===== config.mk =====
export PLATFORM = sky130hd
export DESIGN_NAME = cpu_trace_monitor
export DESIGN_NICKNAME = d
export VERILOG_FILES = /design/src/rtl/cpu_test_pkg.sv /design/src/rtl/trace_misr.sv /design/src/rtl/cpu_trace_monitor.sv
export SDC_FILE = /design/constraint.sdc
export NUM_CORES = 1
export LEC_CHECK = 0
export ABC_AREA = 1
export CAP_MARGIN = 30
export CORE_MARGIN = 2
export CORE_UTILIZATION = 44
export DETAILED_ROUTE_END_ITERATION = 6
export PLACE_DENSITY_LB_ADDON = 0.12
export SETUP_SLACK_MARGIN = 0.15
export SLEW_MARGIN = 15
export SYNTH_ARGS = -nofsm -noshare
export SYNTH_HDL_FRONTEND = slang
export SYNTH_SLANG_ARGS = --single-unit

===== constraint.sdc =====
create_clock -name clk -period 1.9 [get_ports clk]
set_input_delay 0.38 -clock clk [delete_from_list [all_inputs] [get_ports clk]]
set_output_delay 0.38 -clock clk [all_outputs]
set_load 0.1 [all_outputs]

===== src/rtl/cpu_test_pkg.sv =====
// Shared types and constants for the CPU run monitor.
// Holds the monitor state encoding and the trace-signature polynomial.
package cpu_test_pkg;

  typedef enum logic [1:0] {
    IDLE    = 2'd0,
    RUN     = 2'd1,
    HALTED  = 2'd2,
    TIMEOUT = 2'd3
  } mon_state_t;

  localparam logic [31:0] MISR_POLY = 32'h04C11DB7;

endpackage


===== src/rtl/trace_misr.sv =====
// Multiple-input signature register folding two data words per enabled cycle.
// Clear has priority over enable; the polynomial is truncated to WIDTH.
module trace_misr
  import cpu_test_pkg::*;
#(
  parameter int WIDTH = 32
) (
  input  logic             clk,
  input  logic             clrn,
  input  logic             clear,
  input  logic             en,
  input  logic [WIDTH-1:0] a,
  input  logic [WIDTH-1:0] b,
  output logic [WIDTH-1:0] sig
);

  localparam logic [WIDTH-1:0] poly_c = WIDTH'(MISR_POLY);

  logic [WIDTH-1:0] sig_r;
  logic [WIDTH-1:0] sig_nxt_s;

  // Next signature: clear, fold one sample, or hold.
  always_comb begin
    sig_nxt_s = sig_r;
    if (clear) begin
      sig_nxt_s = '0;
    end else if (en) begin
      sig_nxt_s = ({sig_r[WIDTH-2:0], 1'b0} ^ (sig_r[WIDTH-1] ? poly_c : '0)) ^ a ^ b;
    end else begin
      sig_nxt_s = sig_r;
    end
  end

  // Signature register.
  always_ff @(posedge clk or negedge clrn) begin
    if (!clrn) begin
      sig_r <= '0;
    end else begin
      sig_r <= sig_nxt_s;
    end
  end

  assign sig = sig_r;

endmodule


===== src/rtl/cpu_trace_monitor.sv =====
// Run monitor for the pipelined CPU: detects halt (PC stuck) or cycle timeout.
// Optional trace signature and signature-qualified pass under TRACE_MISR_EN.
module cpu_trace_monitor
  import cpu_test_pkg::*;
#(
  parameter int               WIDTH       = 32,
  parameter int               HALT_CYCLES = 4,
  parameter int               MAX_CYCLES  = 1024,
  parameter logic [WIDTH-1:0] EXPECT_PC   = '0,
  parameter logic [WIDTH-1:0] EXPECT_SIG  = '0
) (
  input  logic                            clk,
  input  logic                            clrn,
  input  logic                            run,
  input  logic [WIDTH-1:0]                pc,
  input  logic [WIDTH-1:0]                alu_out,
  input  logic [WIDTH-1:0]                mem_out,
  output logic                            done,
  output logic                            pass,
  output logic                            timeout,
  output logic [$clog2(MAX_CYCLES+1)-1:0] cycles,
  output logic [WIDTH-1:0]                halt_pc,
  output logic [WIDTH-1:0]                sig
);

  localparam int CW = $clog2(MAX_CYCLES + 1);
  localparam int SW = $clog2(HALT_CYCLES + 1);
  localparam logic [CW-1:0] max_c  = CW'(MAX_CYCLES);
  localparam logic [SW-1:0] halt_c = SW'(HALT_CYCLES);

  mon_state_t       state_r, state_nxt_s;
  logic [CW-1:0]    cycles_r, cycles_nxt_s, cycles_inc_s;
  logic [SW-1:0]    stable_r, stable_nxt_s, stable_inc_s;
  logic [WIDTH-1:0] prev_pc_r, prev_pc_nxt_s;
  logic             prev_valid_r, prev_valid_nxt_s;
  logic             done_r, done_nxt_s;
  logic             pass_r, pass_nxt_s;
  logic             timeout_r, timeout_nxt_s;
  logic [WIDTH-1:0] halt_pc_r, halt_pc_nxt_s;
  logic             start_s, sample_s;
  logic             halt_s, budget_s, sig_ok_s;

  assign cycles_inc_s = cycles_r + CW'(1);
  assign stable_inc_s = (prev_valid_r && (pc == prev_pc_r)) ? stable_r + SW'(1) : '0;
  assign halt_s       = (stable_inc_s == halt_c);
  assign budget_s     = (cycles_inc_s == max_c);

`ifdef TRACE_MISR_EN
  localparam logic [WIDTH-1:0] poly_c = WIDTH'(MISR_POLY);
  logic [WIDTH-1:0] sig_step_s;

  // The pass decision needs the signature value this sample produces.
  assign sig_step_s = ({sig[WIDTH-2:0], 1'b0} ^ (sig[WIDTH-1] ? poly_c : '0)) ^ alu_out ^ mem_out;
  assign sig_ok_s   = (sig_step_s == EXPECT_SIG);

  trace_misr #(.WIDTH(WIDTH)) u_misr (
    .clk   (clk),
    .clrn  (clrn),
    .clear (start_s),
    .en    (sample_s),
    .a     (alu_out),
    .b     (mem_out),
    .sig   (sig)
  );
`else
  localparam logic [WIDTH-1:0] unused_sig_c = EXPECT_SIG;
  logic unused_data_s;

  assign unused_data_s = ^{alu_out, mem_out, unused_sig_c};
  assign sig_ok_s      = 1'b1;
  assign sig           = '0;
`endif

  // Next-state and next-register values of the monitor FSM.
  always_comb begin
    state_nxt_s      = state_r;
    cycles_nxt_s     = cycles_r;
    stable_nxt_s     = stable_r;
    prev_pc_nxt_s    = prev_pc_r;
    prev_valid_nxt_s = prev_valid_r;
    done_nxt_s       = done_r;
    pass_nxt_s       = pass_r;
    timeout_nxt_s    = timeout_r;
    halt_pc_nxt_s    = halt_pc_r;
    start_s          = 1'b0;
    sample_s         = 1'b0;
    case (state_r)
      IDLE: begin
        if (run) begin
          state_nxt_s      = RUN;
          start_s          = 1'b1;
          cycles_nxt_s     = '0;
          stable_nxt_s     = '0;
          prev_valid_nxt_s = 1'b0;
          done_nxt_s       = 1'b0;
          pass_nxt_s       = 1'b0;
          timeout_nxt_s    = 1'b0;
        end else begin
          state_nxt_s = IDLE;
        end
      end
      RUN: begin
        if (run) begin
          sample_s         = 1'b1;
          cycles_nxt_s     = cycles_inc_s;
          prev_pc_nxt_s    = pc;
          prev_valid_nxt_s = 1'b1;
          stable_nxt_s     = stable_inc_s;
          // Halt has priority when it coincides with budget exhaustion.
          if (halt_s) begin
            state_nxt_s   = HALTED;
            done_nxt_s    = 1'b1;
            halt_pc_nxt_s = pc;
            pass_nxt_s    = (pc == EXPECT_PC) && sig_ok_s;
          end else if (budget_s) begin
            state_nxt_s   = TIMEOUT;
            done_nxt_s    = 1'b1;
            timeout_nxt_s = 1'b1;
            pass_nxt_s    = 1'b0;
          end else begin
            state_nxt_s = RUN;
          end
        end else begin
          state_nxt_s = RUN;
        end
      end
      HALTED, TIMEOUT: begin
        if (!run) begin
          state_nxt_s   = IDLE;
          done_nxt_s    = 1'b0;
          pass_nxt_s    = 1'b0;
          timeout_nxt_s = 1'b0;
        end else begin
          state_nxt_s = state_r;
        end
      end
      default: begin
        state_nxt_s   = IDLE;
        done_nxt_s    = 1'b0;
        pass_nxt_s    = 1'b0;
        timeout_nxt_s = 1'b0;
      end
    endcase
  end

  // FSM state register.
  always_ff @(posedge clk or negedge clrn) begin
    if (!clrn) begin
      state_r <= IDLE;
    end else begin
      state_r <= state_nxt_s;
    end
  end

  // Counters, PC history and result registers.
  always_ff @(posedge clk or negedge clrn) begin
    if (!clrn) begin
      cycles_r     <= '0;
      stable_r     <= '0;
      prev_pc_r    <= '0;
      prev_valid_r <= 1'b0;
      done_r       <= 1'b0;
      pass_r       <= 1'b0;
      timeout_r    <= 1'b0;
      halt_pc_r    <= '0;
    end else begin
      cycles_r     <= cycles_nxt_s;
      stable_r     <= stable_nxt_s;
      prev_pc_r    <= prev_pc_nxt_s;
      prev_valid_r <= prev_valid_nxt_s;
      done_r       <= done_nxt_s;
      pass_r       <= pass_nxt_s;
      timeout_r    <= timeout_nxt_s;
      halt_pc_r    <= halt_pc_nxt_s;
    end
  end

  assign done    = done_r;
  assign pass    = pass_r;
  assign timeout = timeout_r;
  assign cycles  = cycles_r;
  assign halt_pc = halt_pc_r;

endmodule


# == Word level (Yosys, flattened, before mapping) ==
# Index checks and enable logic that the tools add are counted.
# word_totals
output_inout_bits,78
ff_bits,84
wordCells,61
in_bits,99
# op_classes
addsub,2
reduce_logical,10
n_eq_ne,12
mux,28
# ops
operator,n
32-bit == test,1
32-bit zero test,1
11-bit 2-to-1 mux,2
11-bit case mux with 2 select lines,1
1-bit 2-to-1 mux,12
"11-bit by 1-bit adder with 11-bit output, second input constant",1
"11-bit == test, second input constant",1
"2-bit != test, second input constant",5
3-bit 2-to-1 mux,3
1-bit case mux with 3 select lines,3
2-bit 2-to-1 mux,4
2-bit case mux with 3 select lines,1
3-bit case mux with 2 select lines,1
3-bit AND reduction,2
5-bit AND reduction,1
"2-bit == test, second input constant",2
4-bit AND reduction,1
"3-bit by 1-bit adder with 3-bit output, second input constant",1
"3-bit == test, second input constant",1
"3-bit != test, second input constant",1
"2-bit by 1-bit == test with 1-bit output, second input constant",1
2-bit zero test,1
1-bit case mux with 2 select lines,1
2-bit AND reduction,1
other kinds (3),3

# == Logic depth before layout (Yosys ltp) ==
# Gate-level depths: netlist of the first run.
# logic_depth
ltp_word,7
depth_mapped,15
mapped_depth_nobuf,15

# == Worst setup path before layout of the first run ==
# OpenSTA, ideal clock, no wires.
# synth_timing
kind,flip-flop to flip-flop
start,"register cycles_r[0], in the netlist cycles[0]"
end,"register pass_r, in the netlist pass"
path_buffers,0
t_required_ps,1779
path_stages_with_launch,15
setup_ps,121
arrival_time_ps,2301
path_slack_ps,-521
path_cell_list,dfrtp_1 ha_1 nand2_1 nor2_1 nand3_1 nand2_1 nand2_1 inv_1 nand2_1 nor2_1 nand2_1 nand2_1 nand2_1 nand3_1 nand2_1
# synth_via
elab_chain_cells,4
# synth_lines
element,line_no,rtl
start: declaration,cpu_trace_monitor.sv:32,"logic [CW-1:0] cycles_r, cycles_nxt_s, cycles_inc_s;"
start signal: assignment,cpu_trace_monitor.sv:167,cycles_r <= cycles_nxt_s;
11-bit by 1-bit adder with 11-bit output,cpu_trace_monitor.sv:43,assign cycles_inc_s = cycles_r + CW'(1);
11-bit == test,cpu_trace_monitor.sv:46,assign budget_s = (cycles_inc_s == max_c);
3-bit != test (no line),n/a,
4-bit AND reduction (no line),n/a,
end signal: assignment,cpu_trace_monitor.sv:172,pass_r <= pass_nxt_s;
end: declaration,cpu_trace_monitor.sv:37,"logic pass_r, pass_nxt_s;"
# No other way between the ends.
# A chain may end at the register's enable or synchronous reset.

# == Final worst setup path of the first run ==
# layout_timing
start,register prev_pc_r[8]
end,"register halt_pc_r[6], in the netlist halt_pc[6]"
# layout_via
elab_chain_cells,5
# layout_lines
element,line_no,rtl
start: declaration,cpu_trace_monitor.sv:34,"logic [WIDTH-1:0] prev_pc_r, prev_pc_nxt_s;"
start signal: assignment,cpu_trace_monitor.sv:169,prev_pc_r <= prev_pc_nxt_s;
32-bit == test,cpu_trace_monitor.sv:44,assign stable_inc_s = (prev_valid_r && (pc == prev_pc_r)) ? stable_r + SW'(1) : '0;
1-bit logical AND,cpu_trace_monitor.sv:44,
3-bit 2-to-1 mux,cpu_trace_monitor.sv:44,
3-bit == test,cpu_trace_monitor.sv:45,assign halt_s = (stable_inc_s == halt_c);
3-bit AND reduction (no line),n/a,
end signal: assignment,cpu_trace_monitor.sv:174,halt_pc_r <= halt_pc_nxt_s;
end: declaration,cpu_trace_monitor.sv:39,"logic [WIDTH-1:0] halt_pc_r, halt_pc_nxt_s;"
# No other way between the ends.

==> metrics, run 1 <==
GRT Util Overall 0.2060; Reg clk slew, reported paths 0.09 ns; Pwr per Cell Area around 850 mW/mm^2; I/O Buffers 80; per-cell routed wire length between 10 and 15 um; crit-path max FO 6; Sink Count 84; Ports roughly 180; crit path launch type flop; Crit path max-delay family simple AND/OR/NAND/NOR gates; grt total ovfl 0; RSZ-0062 raised after global routing true; cell with the most instances after synthesis nand2_1; largest net degree at the start of global routing between 40 and 50; fin nets approximately 840; DP HPWL about 7800 um; die width ~110 um; Yosys cell types 31; via count about 4000; Cell Area, Synth around 0.0045 mm^2; Avg Cell Area, Syn 7.480 um^2; Setup Slack @ Placement -0.4874 ns; ratio of final minimum period to clock period 0.9933; YS warnings 0; Vias/cell ~4.6; CP Capture Type flop; Crit Path Class flop to flop; Routed Antenna Nets 0; Yosys top cell by area dfrtp_1; CP max stage cell dfrtp_1; number of synthesized flops with an enable pin 0; routability congestion estimate 0.8215; post-synth top area share 0.4637; Layout area overhead 48.61%; die area 0.01113 mm^2; Initial Utilization 0.4451; Yosys reg bits 84; diode count 0; CTS tree yes; cell count after synthesis 606; ys async rst share 1.000; WP data arrival ~2.1 ns; Main synth FF type dfrtp_1; Hold Crit Class input pin to asynchronous set/reset pin; number of remaining DRC errors 0; worst-skew pair later-pin latency roughly 0.36 ns; Leakage 3.461 nW; commonest cells in the netlist nand2_1, inv_1, dfrtp_1; final hold viol count 0; final WL roughly 11000 um; die outline height approximately 110 um; Iteration-0 DRC Markers between 100 and 150; crit-path cells inv_1 > nand2_1 > nand2_1 > nor2_1 > nand2_1 > nor2_2 > nand3_2 > nor2_4 > nand4_4 > buf_12 > clkbuf_16 > o21ai_2 > inv_1; Synth area leaders dfrtp_1, nand2_1, inv_1; Root Buffer clkbuf_8; first-pass GRT wire length between 15000 and 20000 um; Critical path buffers and inverters 4; vias in the first global route about 3900; # rows 37; VDD IR max 0.7117 mV; CTS HTree Levels 3; CTS Buf Count 9; DR pass1 iterations 4; CP required around 2.2 ns; Max Clock Skew 0.01099 ns; initial antenna violation count 0; max-slew violations 0; Core ar. 0.01018 mm^2; CTS max path bufs 2; post-synthesis sequential area ratio 0.4637; Final Setup Violations 0; PnR worst setup slack ~0.013 ns; ratio of cells with drive above 1 in the final layout 0.2886; status finished, final reports clean; most used cell, CP nand2_1; maxcap violations 0; Peak Freq around 530 MHz; Period minus WS final 1.887 ns; slowest stage delay, CP about 0.36 ns; setup TNS 0 ns
[layout make-up]
class / count / area [um^2]
Inverter: 131 / 491.7
Tap cell: 136 / 170.2
Clock buffer: 10 / 137.6
Fill cell: 843 / 3448
Clock inverter: 6 / 63.81
Multi-Input combinational cell: 375 / 1959
Timing Repair Buffer: 139 / 1782
Sequential cell: 84 / 2132
[layer usage]
layer	GRT usage	routed length [um]
met1	0.2706	5051
met2	0.3465	5844
met3	0.03772	432
met4	0.06391	158
met5	0	0
[kinds of logic (layout without fill, tap and decap cells)]
logic type               Yosys count  count (layout)  share of synthesized area
AO/OA/AOI/OAI                     91              91                     0.1046
AND/OR/NAND/NOR                  241             241                     0.2227
adder cells (fa/ha/maj)            2               2                   0.005519
other                              1              32                  0.0008272
buffers and inverters            178             286                     0.1852
XOR/XNOR                           9               9                    0.01739
flip-flops                        84              84                     0.4637
[where the power goes]
part	internal (mW)	leakage, nW	total [mW]	switching [mW]
logic	0.706	2.44	2.23	1.52
registers	1.99	0.925	2.16	0.169
clock network	0.641	0.0983	1.32	0.678
[path summary, 6_finish.rpt]
kind	start	to	slack, ns	depth (start not counted)
worst max-delay path	prev_pc_r[8]	halt_pc[6]	0.01	13
worst min-delay path	clrn	cycles[5]	0.43	2
worst max register to register	prev_pc_r[8]	halt_pc[6]	0.01	13
worst min register to register	prev_pc_r[12]	prev_pc_r[12]	0.50	2
max in group asynchronous	clrn	halt_pc[3]	0.92	3
min in group clk	pc[14]	halt_pc[14]	0.45	3
[repair_timing]
item,CTS,global route
gates resized for setup,78,37
hold buffers,1,0
cloned,4,3
setup buffers,8,0
endpoints found under the setup margin,40,40
pin swaps,13,20
hold endpoints to repair,17,0
[stage by stage]
stage	instances	power (mW)	area, um^2	hold WS [ns]	utilization
global route	881	5.944	6736	0.4413	0.6614
CTS	878	5.708	6568	0.4202	0.6448
finish	881	5.714	6736	0.4322	0.6614
global placement	849	4.338	6073	0.2723	0.5963
floorplan	637	3.607	4712	0.08441	-
detailed placement	849	4.372	6073	0.2748	0.5963
[cells in the final DEF, fill, tap and decap left out, types with 9 or more instances in the layout]
| cell | n |
|---|---|
| nand2_1 | 155 |
| inv_1 | 119 |
| dfrtp_1 | 74 |
| buf_4 | 52 |
| buf_12 | 44 |
| o21ai_0 | 41 |
| conb_1 | 32 |
| dlygate4sd2_1 | 32 |
| o21ai_2 | 28 |
| nor2_1 | 21 |
| nand2_2 | 15 |
| inv_2 | 12 |
| o21ai_1 | 11 |
| clkbuf_8 | 10 |
| nor2_2 | 9 |
[registers in the layout (all words and copies together), names as in the netlist]
signal	count
timeout	1
pass	1
state_r	2
done	1
prev_valid_r	1
stable_r	3
cycles	11
halt_pc	32
prev_pc_r	32
Power figures use the tool's default switching activity.
==> run 2: changes to the inputs <==
CELL_PAD_IN_SITES_DETAIL_PLACEMENT = 1   (was not set)
CELL_PAD_IN_SITES_GLOBAL_PLACEMENT = 2   (was not set)
CORE_UTILIZATION = 24   (was 44)
==> metrics, run 2 (synthesis gave the netlist of run 1 again) <==
max-slew violations 0 (unchanged); # fillers 2199 (+160%); WP data arrival 2.14 ns (about the same); reg-to-reg slack, setup 0.0009 ns (about the same); post-route cell area 0.007218 mm^2 (+7.2%); commonest non-fill, non-tap cell in the layout nand2_1; Root Buffer clkbuf_16; per-cell routed wire length 14.99 um (+15%); status finished, final reports clean; Final Setup Violations 0 (unchanged); GRT Util Overall 0.1558 (-0.05016); Routed Antenna Nets 0 (unchanged); worst-skew pair later-pin latency 0.35 ns (about the same); Ports 177 (unchanged); first-pass GRT wire length 23990 um (+31%); ratio of cells with drive above 1 in the final layout 0.2990 (+0.01037); Critical Path Start prev_pc_r[16]; Hold Crit Class input pin to asynchronous set/reset pin; CTS Buf Count 9 (unchanged); largest net degree at the start of global routing 49 (+2.1%); via count 4235 (+3.5%); # rows 50 (+35%); commonest non-fill, non-tap cells in the layout nand2_1, inv_1, dfrtp_1, buf_4, buf_12; Layout area overhead 59.23%; Period minus WS final 1.899 ns (+0.01180 ns); Max Clock Skew 0.008918 ns (-0.002072 ns); DP Area 0.006396 mm^2 (+5.3%); crit-path max FO 12 (+6); ratio of final minimum period to clock period 0.9995 (+0.006210); maxcap violations 0 (unchanged); area of the multi-input gates 0.002011 mm^2 (+2.6%); diode count 0 (unchanged); CTS HTree Levels 3 (unchanged); die area 0.02000 mm^2 (+80%); Leakage 3.687 nW (+6.5%); Iteration-0 DRC Markers 125 (-16%); worst setup path endpoint halt_pc[17]; RSZ-0062 raised after global routing true; post-layout util 0.3872 (-0.2742); I/O Buffers 80 (unchanged); final WL 14990 um (+30%); CTS tree yes; CP required 2.14 ns (about the same); vias in the first global route 4448 (+14%); Register Area 0.002132 mm^2 (unchanged); Pwr per Cell Area 877.4 mW/mm^2 (+3.4%); RR Endpoint halt_pc[17]; overall power 6.333 mW (+11%); DR pass1 iterations 4 (unchanged); number of remaining DRC errors 0 (unchanged); Vias/cell 4.235 (-8.8%); die outline height 141.4 um (+34%); routability congestion estimate 0.7622 (-7.2%); reg2reg start prev_pc_r[16]; DP HPWL 10380 um (+33%); final hold viol count 0 (unchanged); Reg clk slew, reported paths 0.07 ns (-0.02 ns); r2r worst-path depth 11 (-2); grt total ovfl 0 (unchanged); Sink Count 84 (unchanged); initial antenna violation count 0 (unchanged); Crit Path Class flop to flop; crit path launch type flop; VDD IR max 0.4033 mV (-43%); Peak Freq 526.6 MHz (-0.62%); Post-Route Hold Slack 0.4428 ns (+0.01059 ns); Core ar. 0.01864 mm^2 (+83%); fin nets 862 (+2.5%); CP Capture Type flop; Initial Utilization 0.2432 (-0.2019); die width 141.4 um (+34%); CTS max path bufs 2 (unchanged)
run 2: repair_timing:
| action | 4_1_cts | 5_1_grt |
|---|---|---|
| buffers inserted | 11 | 6 |
| cloned | 4 | 0 |
| resized for setup | 80 | 40 |
| pin swaps | 17 | 24 |
| hold buffers | 1 | 0 |
| endpoints found under the setup margin | 40 | 40 |
| hold endpoints to repair | 14 | 0 |
run 2: critical path, stage by stage, from the launching register on:
cell and delay [ns]:
dfrtp_1 0.37, inv_2 0.07, or2_4 0.12, nand4_1 0.13, nor2_2 0.18, nand3_2 0.12
nor2_4 0.15, nand4_4 0.13, buf_6 0.18, buf_12 0.15, o21ai_2 0.12, inv_1 0.06
run 2: cell type report:
class | instances | share of cell area
tap | 234 | 0.04056
sequential | 84 | 0.2954
clock inverter | 5 | 0.006934
timing repair buffer | 160 | 0.2754
inverter | 131 | 0.06812
clock buffer | 11 | 0.03501
multi-input combinational | 375 | 0.2786
run 2: metal layers:
layer | part of all wire | GRT usage | routed length [um]
met1 | 0.44 | 0.1945 | 6540
met2 | 0.52 | 0.2749 | 7767
met3 | 0.030 | 0.02329 | 457
met4 | 0.015 | 0.05421 | 222
met5 | 0 | 0 | 0
run 2: stage by stage:
stage / cells / setup slack [ns] / TNS [ns]
floorplan: 637 / 0.05232 / 0
global route: 1000 / -0.1594 / -4.166
detailed placement: 962 / -0.6710 / -19.75
finish: 1000 / 0.0009046 / 0
global placement: 962 / -0.6457 / -17.77
CTS: 994 / -0.03694 / -0.6150
run 2: worst min path at each step:
stage                     start          to
final                      clrn   cycles[4]
after global routing       clrn   cycles[4]
after detailed placement   clrn   cycles[4]
after floorplan            clrn  cycles[10]
after CTS                  clrn   cycles[4]
after global placement     clrn   cycles[4]
run 2: power breakdown:
group	leakage (nW)	total [mW]	switching [mW]	internal, mW
Combinational	2.61	2.34	1.58	0.759
Sequential	0.925	2.16	0.160	2.00
Clock	0.155	1.83	0.751	1.08
==> run 3: changes to the inputs <==
RECOVER_POWER = 50   (was not set)
==> metrics, run 3 (synthesis gave the netlist of run 1 again) <==
cell depth of the worst min-delay path 3; DR pass1 iterations 4 (unchanged); Ports 177 (unchanged); placed cell count 962 (unchanged); via count 4235 (unchanged); commonest non-fill, non-tap cells in the layout nand2_1, inv_1, dfrtp_1, buf_4, buf_12; Reg clk slew, reported paths 0.06 ns (about the same); CTS max path bufs 2 (unchanged); Iteration-0 DRC Markers 125 (unchanged); Period minus WS final 1.899 ns (+0.0002864 ns); GRT busiest layer met2; per-cell routed wire length 14.99 um (about the same); post-route cell area 0.007146 mm^2 (-1.0%); crit path launch type flop; DP HPWL 10380 um (unchanged); Pwr per Cell Area 885.9 mW/mm^2 (+0.97%); max-slew violations 0 (unchanged); fin nets 862 (unchanged); Root Buffer clkbuf_16; Final Setup Violations 0 (unchanged); GRT Util Overall 0.1558 (unchanged); Peak Freq 526.5 MHz (about the same); routability congestion estimate 0.7622 (unchanged); # rows 50 (unchanged); worst-skew pair later-pin latency 0.35 ns (about the same); grt met3 use 0.02329 (unchanged); Leakage 3.651 nW (-0.96%); Vias/cell 4.235 (unchanged); overall power 6.330 mW (about the same); final hold viol count 0 (unchanged); Max Clock Skew 0.008918 ns (-0.00000003000 ns); WP data arrival 2.14 ns (about the same); die area 0.02000 mm^2 (unchanged); Post-Route Hold Slack 0.4614 ns (+0.01859 ns); WHS Endpoint halt_pc[14]; maxcap violations 0 (unchanged); Slew Limit Headroom 0.3452; r2r worst-path depth 11 (unchanged); setup TNS 0 ns (unchanged); Global Route met1 Usage 0.1945 (unchanged); initial antenna violation count 0 (unchanged); Layout area overhead 57.63%; final WL 14990 um (about the same); Routed Antenna Nets 0 (unchanged); number of remaining DRC errors 0 (unchanged); ratio of cells with drive above 1 in the final layout 0.2977 (-0.001305); RSZ-0062 raised after global routing true; status finished, final reports clean; CTS HTree Levels 3 (unchanged); RR Endpoint halt_pc[17]; reg2reg start prev_pc_r[16]; largest net degree at the start of global routing 49 (unchanged); first-pass GRT wire length 23990 um (unchanged); VDD IR max 0.4034 mV (about the same); CTS Buf Count 9 (unchanged); Core ar. 0.01864 mm^2 (unchanged); diode count 0 (unchanged); crit-path max FO 12 (unchanged); fin cells 1000 (unchanged); Sink Count 84 (unchanged); Initial Utilization 0.2432 (unchanged); CTS tree yes; GR Util met2 0.2749 (unchanged); vias in the first global route 4448 (unchanged); grt total ovfl 0 (unchanged); CP required 2.14 ns (about the same); commonest non-fill, non-tap cell in the layout nand2_1; DP Area 0.006396 mm^2 (unchanged); die outline height 141.4 um (unchanged); hold_sp pc[14]; ratio of final minimum period to clock period 0.9997 (about the same); Crit Path Class flop to flop; reg-to-reg slack, setup 0.0006 ns (about the same); Hold Crit Class input pin to flop; Slew @ Worst Pin roughly 1 ns; I/O Buffers 80 (unchanged); die width 141.4 um (unchanged); # fillers 2205 (+0.27%); CP Capture Type flop
-- run 3: cell types whose count changed in the layout (fill, tap and decap cells not counted) --
cell,change
buf_6,+1
clkbuf_2,+4
buf_12,-5
buf_4,-2
clkbuf_1,+1
clkbuf_4,+1
-- run 3: final cells by class --
type,instances,area (um^2),area share
Clock inverter,5,50.05,0.007004
Timing Repair Buffer,160,1916,0.2681
Clock buffer,11,252.7,0.03537
Sequential cell,84,2132,0.2984
Tap cell,234,292.8,0.04097
Multi-Input combinational cell,375,2011,0.2814
Inverter,131,491.7,0.06881
-- run 3: critical path: stages, from the launching register on --
cell and delay (ns):
dfrtp_1 0.37, inv_2 0.07, or2_4 0.12, nand4_1 0.13, nor2_2 0.18, nand3_2 0.12
nor2_4 0.15, nand4_4 0.13, buf_6 0.18, buf_12 0.15, o21ai_2 0.12, inv_1 0.06
-- run 3: per-stage QoR --
| step | worst slack (ns) | utilization |
|---|---|---|
| 2_1_floorplan | 0.05232 | - |
| 3_3_place_gp | -0.6457 | 0.3431 |
| 3_5_place_dp | -0.6710 | 0.3431 |
| 4_1_cts | -0.03694 | 0.3779 |
| 5_1_grt | -0.1594 | 0.3833 |
| 6_report | 0.0006182 | 0.3833 |
-- run 3: per-layer routing --
metal | routed length, um | up-vias
li1 | - | 2089
met3 | 459 | 11
met1 | 6548 | 2057
met5 | 0 | -
met4 | 222 | 0
met2 | 7761 | 78
-- run 3: what timing repair did --
item / in CTS / in global routing
hold endpoints to repair: 14 / 0
pin swaps: 17 / 24
gates cloned: 4 / 0
resized for setup: 80 / 40
buffers inserted: 11 / 6
endpoints found under the setup margin: 40 / 40
hold buffers: 1 / 0
-- run 3: how the worst max path moves through the flow --
| stage | startpoint | end | slack [ns] | depth (start not counted) |
|---|---|---|---|---|
| finish | prev_pc_r[16] | halt_pc[17] | 0.0006 | 11 |
| global route | prev_pc_r[16] | halt_pc[24] | -0.16 | 11 |
| CTS | prev_pc_r[16] | halt_pc[6] | -0.04 | 13 |
| detailed placement | pc[1] | pass | -0.67 | 9 |
| global placement | pc[1] | pass | -0.65 | 9 |
| floorplan | cycles[1] | pass | 0.05 | 12 |
-- run 3: power by group --
group,internal (mW),switching (mW)
clock,1.08,0.751
sequential,2.00,0.160
combinational,0.757,1.58
total,3.84,2.49
==> RTL change 1: new RTL, config.mk and constraints of run 2 <==
Change the parameter `MAX_CYCLES` from 1024 to 512.
--- a/src/rtl/cpu_trace_monitor.sv
+++ b/src/rtl/cpu_trace_monitor.sv
@@ -7,3 +7,3 @@
   parameter int               HALT_CYCLES = 4,
-  parameter int               MAX_CYCLES  = 1024,
+  parameter int               MAX_CYCLES  = 512,
   parameter logic [WIDTH-1:0] EXPECT_PC   = '0,
Ports: changed (resized cycles); port bits go from 177 to 176. No check against the original RTL was run, so the function may have changed too.
==> RTL change 1 against run 2 <==
- global-route usage increased by 0.93 points
- worst setup slack better by 0.037 ns
- synthesized cell count increased by 6.3%
- total power is 1.3% higher
- sequential cell count is 1 lower
- design area increased by 1.5%
- wire length increased by 7.3%
- utilization rose by 0.19 points
- final cell count rose by 5.6%
- synthesized area up 2.0%
- first-iteration DRC count increased by 58%
==> RTL change 1: results (changes against run 2) <==
Worst setup path
  • Crit path largest cell delay: 0.44 ns (was 0.37 ns)
  • Top delay family on crit path: buffers and inverters (was simple AND/OR/NAND/NOR gates)
  • CP max stage cell: clkdlybuf4s50_1 (was dfrtp_1)

Detailed routing
  • Total Wirelength: 16100 um (was 15000 um)
  • Routed met2 length: 7840 um (was 7770 um)
  • Via Count: 4478 (was 4235)
  • Wire length on met1: 7540 um (was 6540 um)
  • Initial DRC Count: 198 (was 125)

Pwr
  • Clock power share: 29.5% (was 28.9%)
  • Sequential share of power: 34.2% (was 34.1%)
  • Sw frac: 39.9% (was 39.4%)
  • Max IR drop VDD: 0.411 mV (was 0.403 mV)
  • Internal Power: 0.00385 W (was 0.00384 W)
  • Lkg Pwr: 3.78 nW (was 3.69 nW)

Layout
  • Synthesis-to-layout area growth: 58.5% (was 59.2%)
  • # fillers: 2261 (was 2199)
  • Share of cells above drive strength 1: 31.8% (was 29.9%)
  • Nets: 892 (was 862)
  • Non-filler cells, final: 1056 (was 1000)

Global route
  • Vias in the first global route: 4718 (was 4448)
  • Met1 Usage GRT: 21.9% (was 19.4%)
  • Wire length of the first global-routing pass: 25500 um (was 24000 um)
  • Pin count of the biggest net entering global routing: 33 (was 49)

Synthesis
  • Synth top area cells: dfrtp_1 45%, nand2_1 17%, inv_1 9.7% (was dfrtp_1 46%, nand2_1 14%, inv_1 11%)
  • Mean Syn Cell Area: 7.18 um^2 (was 7.48 um^2)
  • Xor-xnor portion of the synthesized cell area: 1.33% (was 1.74%)
  • Synth Area in Adders: 0.541% (was 0.552%)
  • Post-synthesis compound-gate area fraction: 6.79% (was 10.5%)
  • Library cells used by synthesis: 30 (was 31)

Placed design
  • Placed inst area: 6560 um^2 (was 6400 um^2)
  • Placed cell count: 1025 (was 962)
  • Hpwl dp: 11800 um (was 10400 um)

STA
  • Setup Skew: 0.00641 ns (was 0.00892 ns)

Worst hold path
  • HP Class: in -> reg (was in -> async)

Outcome
  • Run status: finished clean (unchanged)
[RTL change 1: cell types whose count changed in the layout (fill, tap and decap cells not counted), sizes merged, moves of 3 or more]
| cell | change |
|---|---|
| inv | +3 |
| or2 | -4 |
| o21ai | -31 |
| nor4 | -4 |
| nand2 | +35 |
| nand3 | +3 |
| dlygate4sd2 | +3 |
| nand4 | +33 |
| buf | -3 |
| xor2 | -4 |
[RTL change 1: cell type report]
class	count	area share (%)
sequential	83	28.8
clock inverter	4	0.649
tap	260	4.44
clock buffer	12	3.64
timing repair buffer	158	26.4
multi-input combinational	405	29.2
inverter	134	6.86
[RTL change 1: what timing repair did]
item / CTS / global route
buffers inserted: 8 / 3
cloned: 3 / 0
resized for setup: 77 / 76
hold endpoints to repair: 7 / 0
pin swaps: 26 / 41
hold buffers: 1 / 0
setup endpoints to repair: 56 / 56
[RTL change 1: path summary, 6_finish.rpt]
kind                                      startpoint                         to  slack, ns  cells past startpoint
hold / removal                                pc[10]  prev_pc_r[10]$_DFFE_PN0P_       0.45                      3
setup reg to reg           prev_pc_r[13]$_DFFE_PN0P_     halt_pc[5]$_DFFE_PN0P_       0.08                     11
setup / recovery                              pc[26]     halt_pc[5]$_DFFE_PN0P_       0.04                     11
max in group asynchronous                       clrn   prev_pc_r[7]$_DFFE_PN0P_       0.66                      4
hold reg to reg              stable_r[1]$_DFFE_PN0P_    stable_r[1]$_DFFE_PN0P_       0.50                      2
min in group asynchronous                       clrn      cycles[5]$_DFFE_PN0P_       0.53                      2
[RTL change 1: cells by family (layout without fill, tap and decap cells)]
logic type | Yosys count | after routing
flops | 83 | 83
compound gates | 60 | 60
buf+inv | 187 | 308
xor+xnor | 7 | 7
simple gates | 304 | 304
other cells | 1 | 32
fa+ha+maj | 2 | 2
==> RTL change 2: new RTL, settings of run 2 <==
Made on the original files. Register the output `halt_pc` once more, without a reset; this adds one clock of latency there. The other outputs are not delayed to match.
--- a/src/rtl/cpu_trace_monitor.sv
+++ b/src/rtl/cpu_trace_monitor.sv
@@ -181,3 +181,5 @@
   assign cycles  = cycles_r;
-  assign halt_pc = halt_pc_r;
+  always_ff @(posedge clk) begin
+    halt_pc <= halt_pc_r;
+  end
 
Behaviour: not the same (a bounded check fails within 10 cycles, from zero or initial values).
==> RTL change 2 against run 2 <==
- count of clock-buffer cells in the layout increased by 7
- worst setup slack improved by 0.060 ns
- sequential cell count increased by 32
- die area increased by 18%
- sequential power increased by 32%
- via count increased by 9.9%
- synthesized area increased by 19%
- design area increased by 9.7%
- wire length increased by 9.2%
- combinational power decreased by 3%
- non-clock buffer count increased by 4
- fmax increased by 3.3%
- total power increased by 36%
- synthesized cell count increased by 9.9%
- critical endpoint is now halt_pc_r[29]$_DFFE_PN0P_
==> RTL change 2: results (changes against run 2) <==
Pwr
  • Lkg Pwr: 4.00 nW (was 3.69 nW)
  • Part of the power in combinational logic: 26.4% (was 37.0%)
  • Internal Power: 0.00565 W (was 0.00384 W)
  • Max IR drop VDD: 0.537 mV (was 0.403 mV)
  • P_seq: 0.00286 W (was 0.00216 W)

Worst setup path
  • Crit Reg-Reg Endpoint: pass$_DFFE_PN0P_ (was halt_pc[17]$_DFFE_PN0P_)
  • Worst Setup SP: pc[11] (was prev_pc_r[16]$_DFFE_PN0P_)
  • Worst-path maximum fanout: 7 (was 12)
  • R2R setup slack: 0.07 ns (was 0.0009 ns)
  • Critical R2R Launch: prev_pc_r[3]$_DFFE_PN0P_ (was prev_pc_r[16]$_DFFE_PN0P_)
  • Top delay family on crit path: buffers and inverters (was simple AND/OR/NAND/NOR gates)
  • Crit path largest cell delay: 0.56 ns (was 0.37 ns)
  • Worst setup path end: halt_pc_r[29]$_DFFE_PN0P_ (was halt_pc[17]$_DFFE_PN0P_)
  • Reg2reg path depth: 15 (was 11)

Placed design
  • Post-Place Worst Slack: -0.537 ns (was -0.671 ns)
  • Hpwl dp: 12200 um (was 10400 um)
  • Placed inst area: 7050 um^2 (was 6400 um^2)

Global route
  • All-Layer GR Usage: 14.3% (was 15.6%)
  • Pin count of the biggest net entering global routing: 36 (was 49)
  • GR Util met2: 23.9% (was 27.5%)
  • Wire length of the first global-routing pass: 26300 um (was 24000 um)
  • Met3 GRT Util: 3.27% (was 2.33%)
  • Met1 Usage GRT: 18.2% (was 19.4%)

Detailed routing
  • Total Wirelength: 16400 um (was 15000 um)
  • Routed met2 length: 8080 um (was 7770 um)
  • Wire length on met1: 7540 um (was 6540 um)
  • Met3 Wirelength: 521 um (was 457 um)
  • Via Count: 4654 (was 4235)

Layout
  • Nets: 931 (was 862)

Synthesis
  • Synth Area in Adders: 0.466% (was 0.552%)
  • Xor-xnor portion of the synthesized cell area: 1.14% (was 1.74%)
  • Library cells used by synthesis: 32 (was 31)
  • Mean Syn Cell Area: 8.07 um^2 (was 7.48 um^2)
  • Synth top area cells: dfrtp_1 39%, nand2_1 14%, dfxtp_1 12% (was dfrtp_1 46%, nand2_1 14%, inv_1 11%)
  • Async SR Flop Fraction: 72.4% (was 100%)
  • Post-synthesis compound-gate area fraction: 7.54% (was 10.5%)
  • Most frequent cells after synthesis: 201 x nand2_1, 109 x inv_1, 84 x dfrtp_1, 45 x o21ai_0, 36 x nand4_1 (was 173 x nand2_1, 127 x inv_1, 84 x dfrtp_1, 47 x o21ai_0, 33 x o21ai_1)

STA
  • Setup Skew: 0.0176 ns (was 0.00892 ns)
  • Min Tclk post-route: 1.84 ns (was 1.90 ns)

Worst hold path
  • HP Class: in -> reg (was in -> async)

Outcome
  • Run status: finished clean (unchanged)

Clock tree
  • Clk_lat worst skew: 0.42 ns (was 0.35 ns)
  • CTS Buf Count: 17 (was 9)
-- RTL change 2: area by class of cell --
| cell class | count | area [um^2] |
|---|---|---|
| Clock buffer | 18 | 439 |
| Clock inverter | 14 | 200 |
| Fill cell | 2611 | 14000 |
| Inverter | 129 | 484 |
| Multi-Input combinational cell | 402 | 2030 |
| Sequential cell | 116 | 2770 |
| Tap cell | 280 | 350 |
| Timing Repair Buffer | 164 | 1640 |
-- RTL change 2: per-stage QoR --
step                hold WS (ns)  setup TNS (ns)
global placement           0.284          -19.16
finish                     0.345               0
floorplan                 0.0844               0
global route               0.377           -1.59
detailed placement         0.291          -18.32
CTS                        0.342               0
-- RTL change 2: timing repair --
action | CTS | global route
resized for setup | 60 | 11
cloned | 1 | 0
setup endpoints to repair | 40 | 40
hold buffers | 1 | 0
buffers inserted | 10 | 4
pin swaps | 24 | 8
endpoints found under the hold margin | 15 | 0
